### src/rtl/mlp_feature_loader.sv
// Front-end for the printed-MLP classifier: quantizes a serial sample stream into
// one flat feature frame, holds it while the classifier settles, and returns the class.
module mlp_feature_loader #(
    parameter int N_FEAT   = 6,
    parameter int IN_W     = 8,
    parameter int Q_W      = 4,
    parameter int EVAL_CYC = 2,
    parameter int CLS_W    = 2
) (
    input  logic                    clk,
    input  logic                    rst,
    input  logic                    s_valid,
    output logic                    s_ready,
    input  logic [IN_W-1:0]         s_data,
    input  logic                    s_last,
    output logic [N_FEAT*Q_W-1:0]   mlp_inp,
    input  logic [CLS_W-1:0]        mlp_out,
    output logic                    m_valid,
    input  logic                    m_ready,
    output logic [CLS_W-1:0]        m_class,
    output logic                    frame_err
);

    localparam int SH    = IN_W - Q_W;
    localparam int IDX_W = (N_FEAT > 1) ? $clog2(N_FEAT) : 1;
    localparam int CNT_W = $clog2(EVAL_CYC + 1);
    localparam logic [IDX_W-1:0] LAST_IDX = IDX_W'(N_FEAT - 1);
    localparam logic [IN_W:0]    RND      = (IN_W + 1)'(1) << (SH - 1);

    typedef enum logic [1:0] {COLLECT, DRAIN, EVAL, HOLD} state_t;

    state_t           state_q, state_d;
    logic [IDX_W-1:0] idx_q, idx_d;
    logic [CNT_W-1:0] cnt_q, cnt_d;
    logic             s_hs, wr_en, cap_en, err_d;
    logic [IN_W:0]    q_sum;
    logic [Q_W:0]     q_shift;
    logic [Q_W-1:0]   q_val;

    // Both ports use plain valid/ready: a beat or result transfers on the rising edge
    // where valid and ready are both high; valid never depends on ready.
    assign s_ready = !rst && (state_q == COLLECT || state_q == DRAIN);
    assign m_valid = (state_q == HOLD);
    assign s_hs    = s_valid && s_ready;

    // The shifted sum can only reach exactly 2^Q_W, so its top bit flags saturation.
    assign q_sum   = {1'b0, s_data} + RND;
    assign q_shift = q_sum[IN_W:SH];
    assign q_val   = q_shift[Q_W] ? {Q_W{1'b1}} : q_shift[Q_W-1:0];

    always_comb begin
        state_d = state_q;
        idx_d   = idx_q;
        cnt_d   = cnt_q;
        wr_en   = 1'b0;
        cap_en  = 1'b0;
        err_d   = 1'b0;
        case (state_q)
            COLLECT: begin
                if (s_hs) begin
                    wr_en = 1'b1;
                    if (idx_q == LAST_IDX) begin
                        if (s_last) begin
                            state_d = EVAL;
                            cnt_d   = CNT_W'(EVAL_CYC);
                        end else begin
                            err_d   = 1'b1;
                            idx_d   = '0;
                            state_d = DRAIN;
                        end
                    end else if (s_last) begin
                        err_d = 1'b1;
                        idx_d = '0;
                    end else begin
                        idx_d = idx_q + 1'b1;
                    end
                end
            end
            DRAIN: begin
                if (s_hs && s_last) state_d = COLLECT;
            end
            EVAL: begin
                cnt_d = cnt_q - 1'b1;
                if (cnt_q == CNT_W'(1)) begin
                    cap_en  = 1'b1;
                    state_d = HOLD;
                end
            end
            HOLD: begin
                if (m_ready) begin
                    idx_d   = '0;
                    state_d = COLLECT;
                end
            end
            default: state_d = COLLECT;
        endcase
    end

    always_ff @(posedge clk) begin
        if (rst) begin
            state_q   <= COLLECT;
            idx_q     <= '0;
            cnt_q     <= '0;
            mlp_inp   <= '0;
            m_class   <= '0;
            frame_err <= 1'b0;
        end else begin
            state_q   <= state_d;
            idx_q     <= idx_d;
            cnt_q     <= cnt_d;
            frame_err <= err_d;
            if (cap_en) m_class <= mlp_out;
            if (wr_en) begin
                for (int k = 0; k < N_FEAT; k++) begin
                    if (idx_q == IDX_W'(k)) mlp_inp[k*Q_W +: Q_W] <= q_val;
                end
            end
        end
    end

endmodule

### config.mk
export PLATFORM = sky130hd
export DESIGN_NAME = mlp_feature_loader
export DESIGN_NICKNAME = d
export VERILOG_FILES = /design/src/rtl/mlp_feature_loader.sv
export SDC_FILE = /design/constraint.sdc
export NUM_CORES = 1
export LEC_CHECK = 0
export ABC_AREA = 0
export CAP_MARGIN = 5
export CORE_UTILIZATION = 48
export DETAILED_ROUTE_END_ITERATION = 10
export GPL_TIMING_DRIVEN = 0
export MAX_ROUTING_LAYER = met4
export PLACE_DENSITY = 0.77
export SLEW_MARGIN = 25
export SYNTH_ARGS = -nofsm -noshare
export SYNTH_HDL_FRONTEND = slang
export SYNTH_SLANG_ARGS = --single-unit
### constraint.sdc
create_clock -name clk -period 1.7 [get_ports clk]
set_input_delay 0.17 -clock clk [delete_from_list [all_inputs] [get_ports clk]]
set_output_delay 0.17 -clock clk [all_outputs]
set_load 0.03 [all_outputs]
==> summary.log, run 1 <==
qor: power.total_leakage_power 0.901 nW
qor: detailed_routing.detailedRoute.firstIterationViolations 91
qor: logic_synthesis.cell_area_after_synthesis 0.00165 mm^2
qor: grt.grt_pass1_wl 6910 um
qor: setup_path.crit_path_max_fanout 10
qor: logic_synthesis.syn_avg_cell_area 8.89 um^2
qor: floorplanning.start_util 52.5%
qor: detailed_routing.detail_route.drc_violations 0
qor: cts.tritoncts done
qor: setup_path.ff2ff_path_depth 6
qor: grt.gr-total-overflow 0
qor: cts.cts_setup_buffers 0
qor: cts.cts-root-buf sky130_fd_sc_hd__clkbuf_4
qor: setup_path.crit_path_end_kind output port
qor: floorplanning.std_cell_rows 20
qor: hold_path.hold_path.startpoint rst
qor: sta.setup_repair_after_global_routing_missed_its_margin false
qor: cts.cts_hold_buffers_added 0
qor: logic_synthesis.synth-async-reset-ratio 0%
qor: floorplanning.ios 44
qor: setup_path.critical_path.startpoint_type flop
qor: sta.hold_violations 0
qor: floorplanning.die_x 60.7 um
qor: logic_synthesis.synthesis.nets 213
qor: logic_synthesis.post_synth_mux_area_share 12.8%
qor: final_layout.flow.area_growth_from_synthesis 33.0%
qor: power.power.density 741 mW/mm^2
qor: setup_path.crit_path_max_delay_family buffers and inverters
qor: place.place.detailed.instances 268
qor: detailed_routing.drt-vias-per-instance 5.51
qor: sta.timing.clock.skew 0.0149 ns
qor: cts.cts_resized 13
qor: floorplanning.die-area 0.00368 mm^2
qor: setup_path.cp.arrival 1.45 ns
qor: place.gp_routability_congestion 0.859
qor: sta.timing.final.crit_period 1.62 ns
qor: final_layout.stdcell_area 0.00220 mm^2
qor: place.cell_area_after_placement 0.00209 mm^2
qor: logic_synthesis.synth_compound_gate_area_share 13.4%
qor: logic_synthesis.synth_top_cells_by_area sky130_fd_sc_hd__dfxtp_1 41%, sky130_fd_sc_hd__mux2i_1 12%, sky130_fd_sc_hd__ha_1 9.1%, sky130_fd_sc_hd__nor2_1 7.0%, sky130_fd_sc_hd__a21oi_1 3.6%
qor: sta.report.final.setup_viol 0
qor: setup_path.crit_buf_inv 3
qor: logic_synthesis.synth_seq_area_share 41.1%
qor: detailed_routing.ant_nets 0
qor: floorplanning.dieHeight 60.7 um
qor: final_layout.layout_commonest_cell sky130_fd_sc_hd__clkdlybuf4s50_1
qor: logic_synthesis.yosys.area_share.xor_xnor 0.530%
qor: setup_path.criticalPathCategory flop to output port
qor: setup_path.regToRegSetupSlack 0.11 ns
qor: cts.worstSkewPairLatency 0.34 ns
qor: sta.worst_slew_margin_rel 63.7%
qor: cts.clock_tree.buffer_depth 2
qor: detailed_routing.detail_route.wl_per_cell 15.3 um
qor: sta.min_period_over_period 95.3%
qor: flow_run.max_cap_violations 0
qor: logic_synthesis.post_synth_fa_ha_maj_area_fraction 9.08%
qor: cts.cts-htree-levels 2
qor: setup_path.worst_ep_required_time 1.53 ns
qor: setup_path.worstReg2RegEnd state_q[1]
qor: setup_path.critical_path.slowest_cell sky130_fd_sc_hd__dfxtp_2
qor: logic_synthesis.synthFlopType sky130_fd_sc_hd__dfxtp_1
qor: detailed_routing.finalWirelength 4220 um
qor: logic_synthesis.synth_top_cell_area_share 41.1%
qor: logic_synthesis.synthDistinctLibCells 36
qor: hold_path.whs_path_depth 2
qor: cts.tritoncts_num_sinks 34
qor: logic_synthesis.synthesis.instances 186
qor: place.portBuffers 38
qor: final_layout.post_route_cells_drive_above_1_share 10.3%
qor: logic_synthesis.ys_warn_count 0
qor: setup_path.crit_path_cell_trace inv_2, ha_4, buf_6, nor2_2, nor2_1, buf_4
qor: final_layout.layoutNonFillerInstCount 276
qor: logic_synthesis.synth_largest_area_cell sky130_fd_sc_hd__dfxtp_1
qor: logic_synthesis.synthSimpleGateAreaFrac 18.8%
qor: logic_synthesis.synth_top_family_by_area simple AND/OR/NAND/NOR gates
qor: setup_path.cp_slowest_stage_delay 0.39 ns
qor: logic_synthesis.synth_edf_count 0
qor: setup_path.regToRegStartpoint idx_q[1]
qor: grt.groute.usage.overall 26.6%
qor: floorplanning.core_area 0.00315 mm^2
qor: cts.cts_buffers 5
qor: grt.grt_max_degree 12
qor: sta.clock.fmax 617 MHz
qor: final_layout.commonest_cells_after_routing_fill_and_taps_aside 36 x sky130_fd_sc_hd__clkdlybuf4s50_1, 32 x sky130_fd_sc_hd__dfxtp_1, 30 x sky130_fd_sc_hd__nor2_1
qor: grt.first_global_vias 1528
qor: status.outcome completed
qor: hold_path.min-delay-path-class primary input to flop
qor: final_layout.antenna-diode-count 0
qor: detailed_routing.drt-pass1-iter-count 5
qor: sta.timing_worst_slew_pin_value 0.544 ns
qor: final_layout.final_nets 258
qor: hold_path.worst_hold_path.endpoint cnt_q[0]
qor: sta.timing.final.max_slew_violations 0
qor: logic_synthesis.synth-seq-cells 34
qor: detailed_routing.dr_total_vias 1521
qor: grt.antenna_found_initial 0
qor: cts.clk_transition_reported_paths 0.11 ns
qor: power.vdd.ir_drop.worst 0.459 mV
qor: place.hpwl_after_detailed_placement 3110 um
[power by group]
group | internal [W] | leakage [nW] | switching (W)
logic | 0.0000905 | 0.579 | 0.000125
clock network | 0.000305 | 0.0450 | 0.000288
registers | 0.000810 | 0.276 | 0.0000115
[cells by family after synthesis]
| logic type | Yosys count |
|---|---|
| fa+ha+maj | 12 |
| simple gates | 67 |
| compound gates | 35 |
| xor+xnor | 1 |
| buf+inv | 16 |
| mux | 21 |
| flops | 34 |
[sequential cells by signal, summed over array words and instances, names as in the netlist]
register,count
m_class,2
cnt_q,2
idx_q,3
state_q,2
frame_err,1
mlp_inp,24
[Yosys cell counts (2+ instances only)]
library cell                n
sky130_fd_sc_hd__a31oi_1    2
sky130_fd_sc_hd__nand4_1    3
sky130_fd_sc_hd__clkbuf_1   3
sky130_fd_sc_hd__a21oi_1   12
sky130_fd_sc_hd__nand2_1   13
sky130_fd_sc_hd__buf_2      2
sky130_fd_sc_hd__nor2_1    31
sky130_fd_sc_hd__nor2_2     2
sky130_fd_sc_hd__dfxtp_1   34
sky130_fd_sc_hd__ha_1      12
sky130_fd_sc_hd__inv_1     10
sky130_fd_sc_hd__a211oi_1   3
sky130_fd_sc_hd__o31ai_1    2
sky130_fd_sc_hd__nor3_1     5
sky130_fd_sc_hd__o21ai_0    6
sky130_fd_sc_hd__nand3_1    6
sky130_fd_sc_hd__nand3b_1   2
sky130_fd_sc_hd__mux2i_1   20
[routing by layer]
metal / global-route usage [%] / share of wire, % / vias to the layer above
li1: - / - / 738
met1: 28.7 / 40 / 707
met2: 46.8 / 52 / 63
met3: 7.68 / 6.1 / 13
met4: 8.44 / 1.9 / 0
met5: - / 0 / -
[metrics by stage]
stage	total power [W]	hold WS [ns]	setup WS (ns)	setup TNS, ns	util (%)
final	0.00163	0.0701	0.0804	0	69.8
after CTS	0.00163	0.0746	0.0162	0	69.2
after floorplan	0.000967	0.318	0.180	0	-
after global placement	0.00104	0.414	-0.170	-1.18	66.3
after detailed placement	0.00105	0.424	-0.257	-1.91	66.3
after global routing	0.00169	0.0821	0.0159	0	69.8
[area by class of cell]
class	count	area, um^2
clock inverter	3	40.0
buffer	6	38.8
fill	263	953
timing repair buffer	38	377
tap	44	55.1
clock buffer	5	37.5
inverter	10	40.0
sequential	34	686
multi-input combinational	136	926
[worst max path at each step]
stage                    start          to  cells past startpoint
floorplan           state_q[0]  state_q[0]                      5
global placement    state_q[0]     s_ready                      6
detailed placement  state_q[0]     s_ready                      6
CTS                 state_q[1]     s_ready                      6
global route        state_q[1]     s_ready                      6
finish              state_q[1]     s_ready                      6
[worst register-to-register path, cell delays in order (launching register included)]
cell,delay [ns]
sky130_fd_sc_hd__dfxtp_1,0.36
sky130_fd_sc_hd__inv_1,0.09
sky130_fd_sc_hd__ha_1,0.24
sky130_fd_sc_hd__nand2_2,0.19
sky130_fd_sc_hd__a22o_1,0.26
sky130_fd_sc_hd__o31ai_1,0.27
sky130_fd_sc_hd__nor2_1,0.07
No activity file was read; power rests on OpenSTA's default activity.
==> run 2, diff against run 1 <==
- CAP_MARGIN: 5 -> unset
==> results of run 2 <==
Same layout as run 1: the final DEF is identical, and so are final timing and power.
==> run 3, diff against run 2 <==
- CORE_MARGIN: unset -> 1
==> results of run 3 <==
Same layout as run 1: the final DEF is identical, and so are final timing and power.
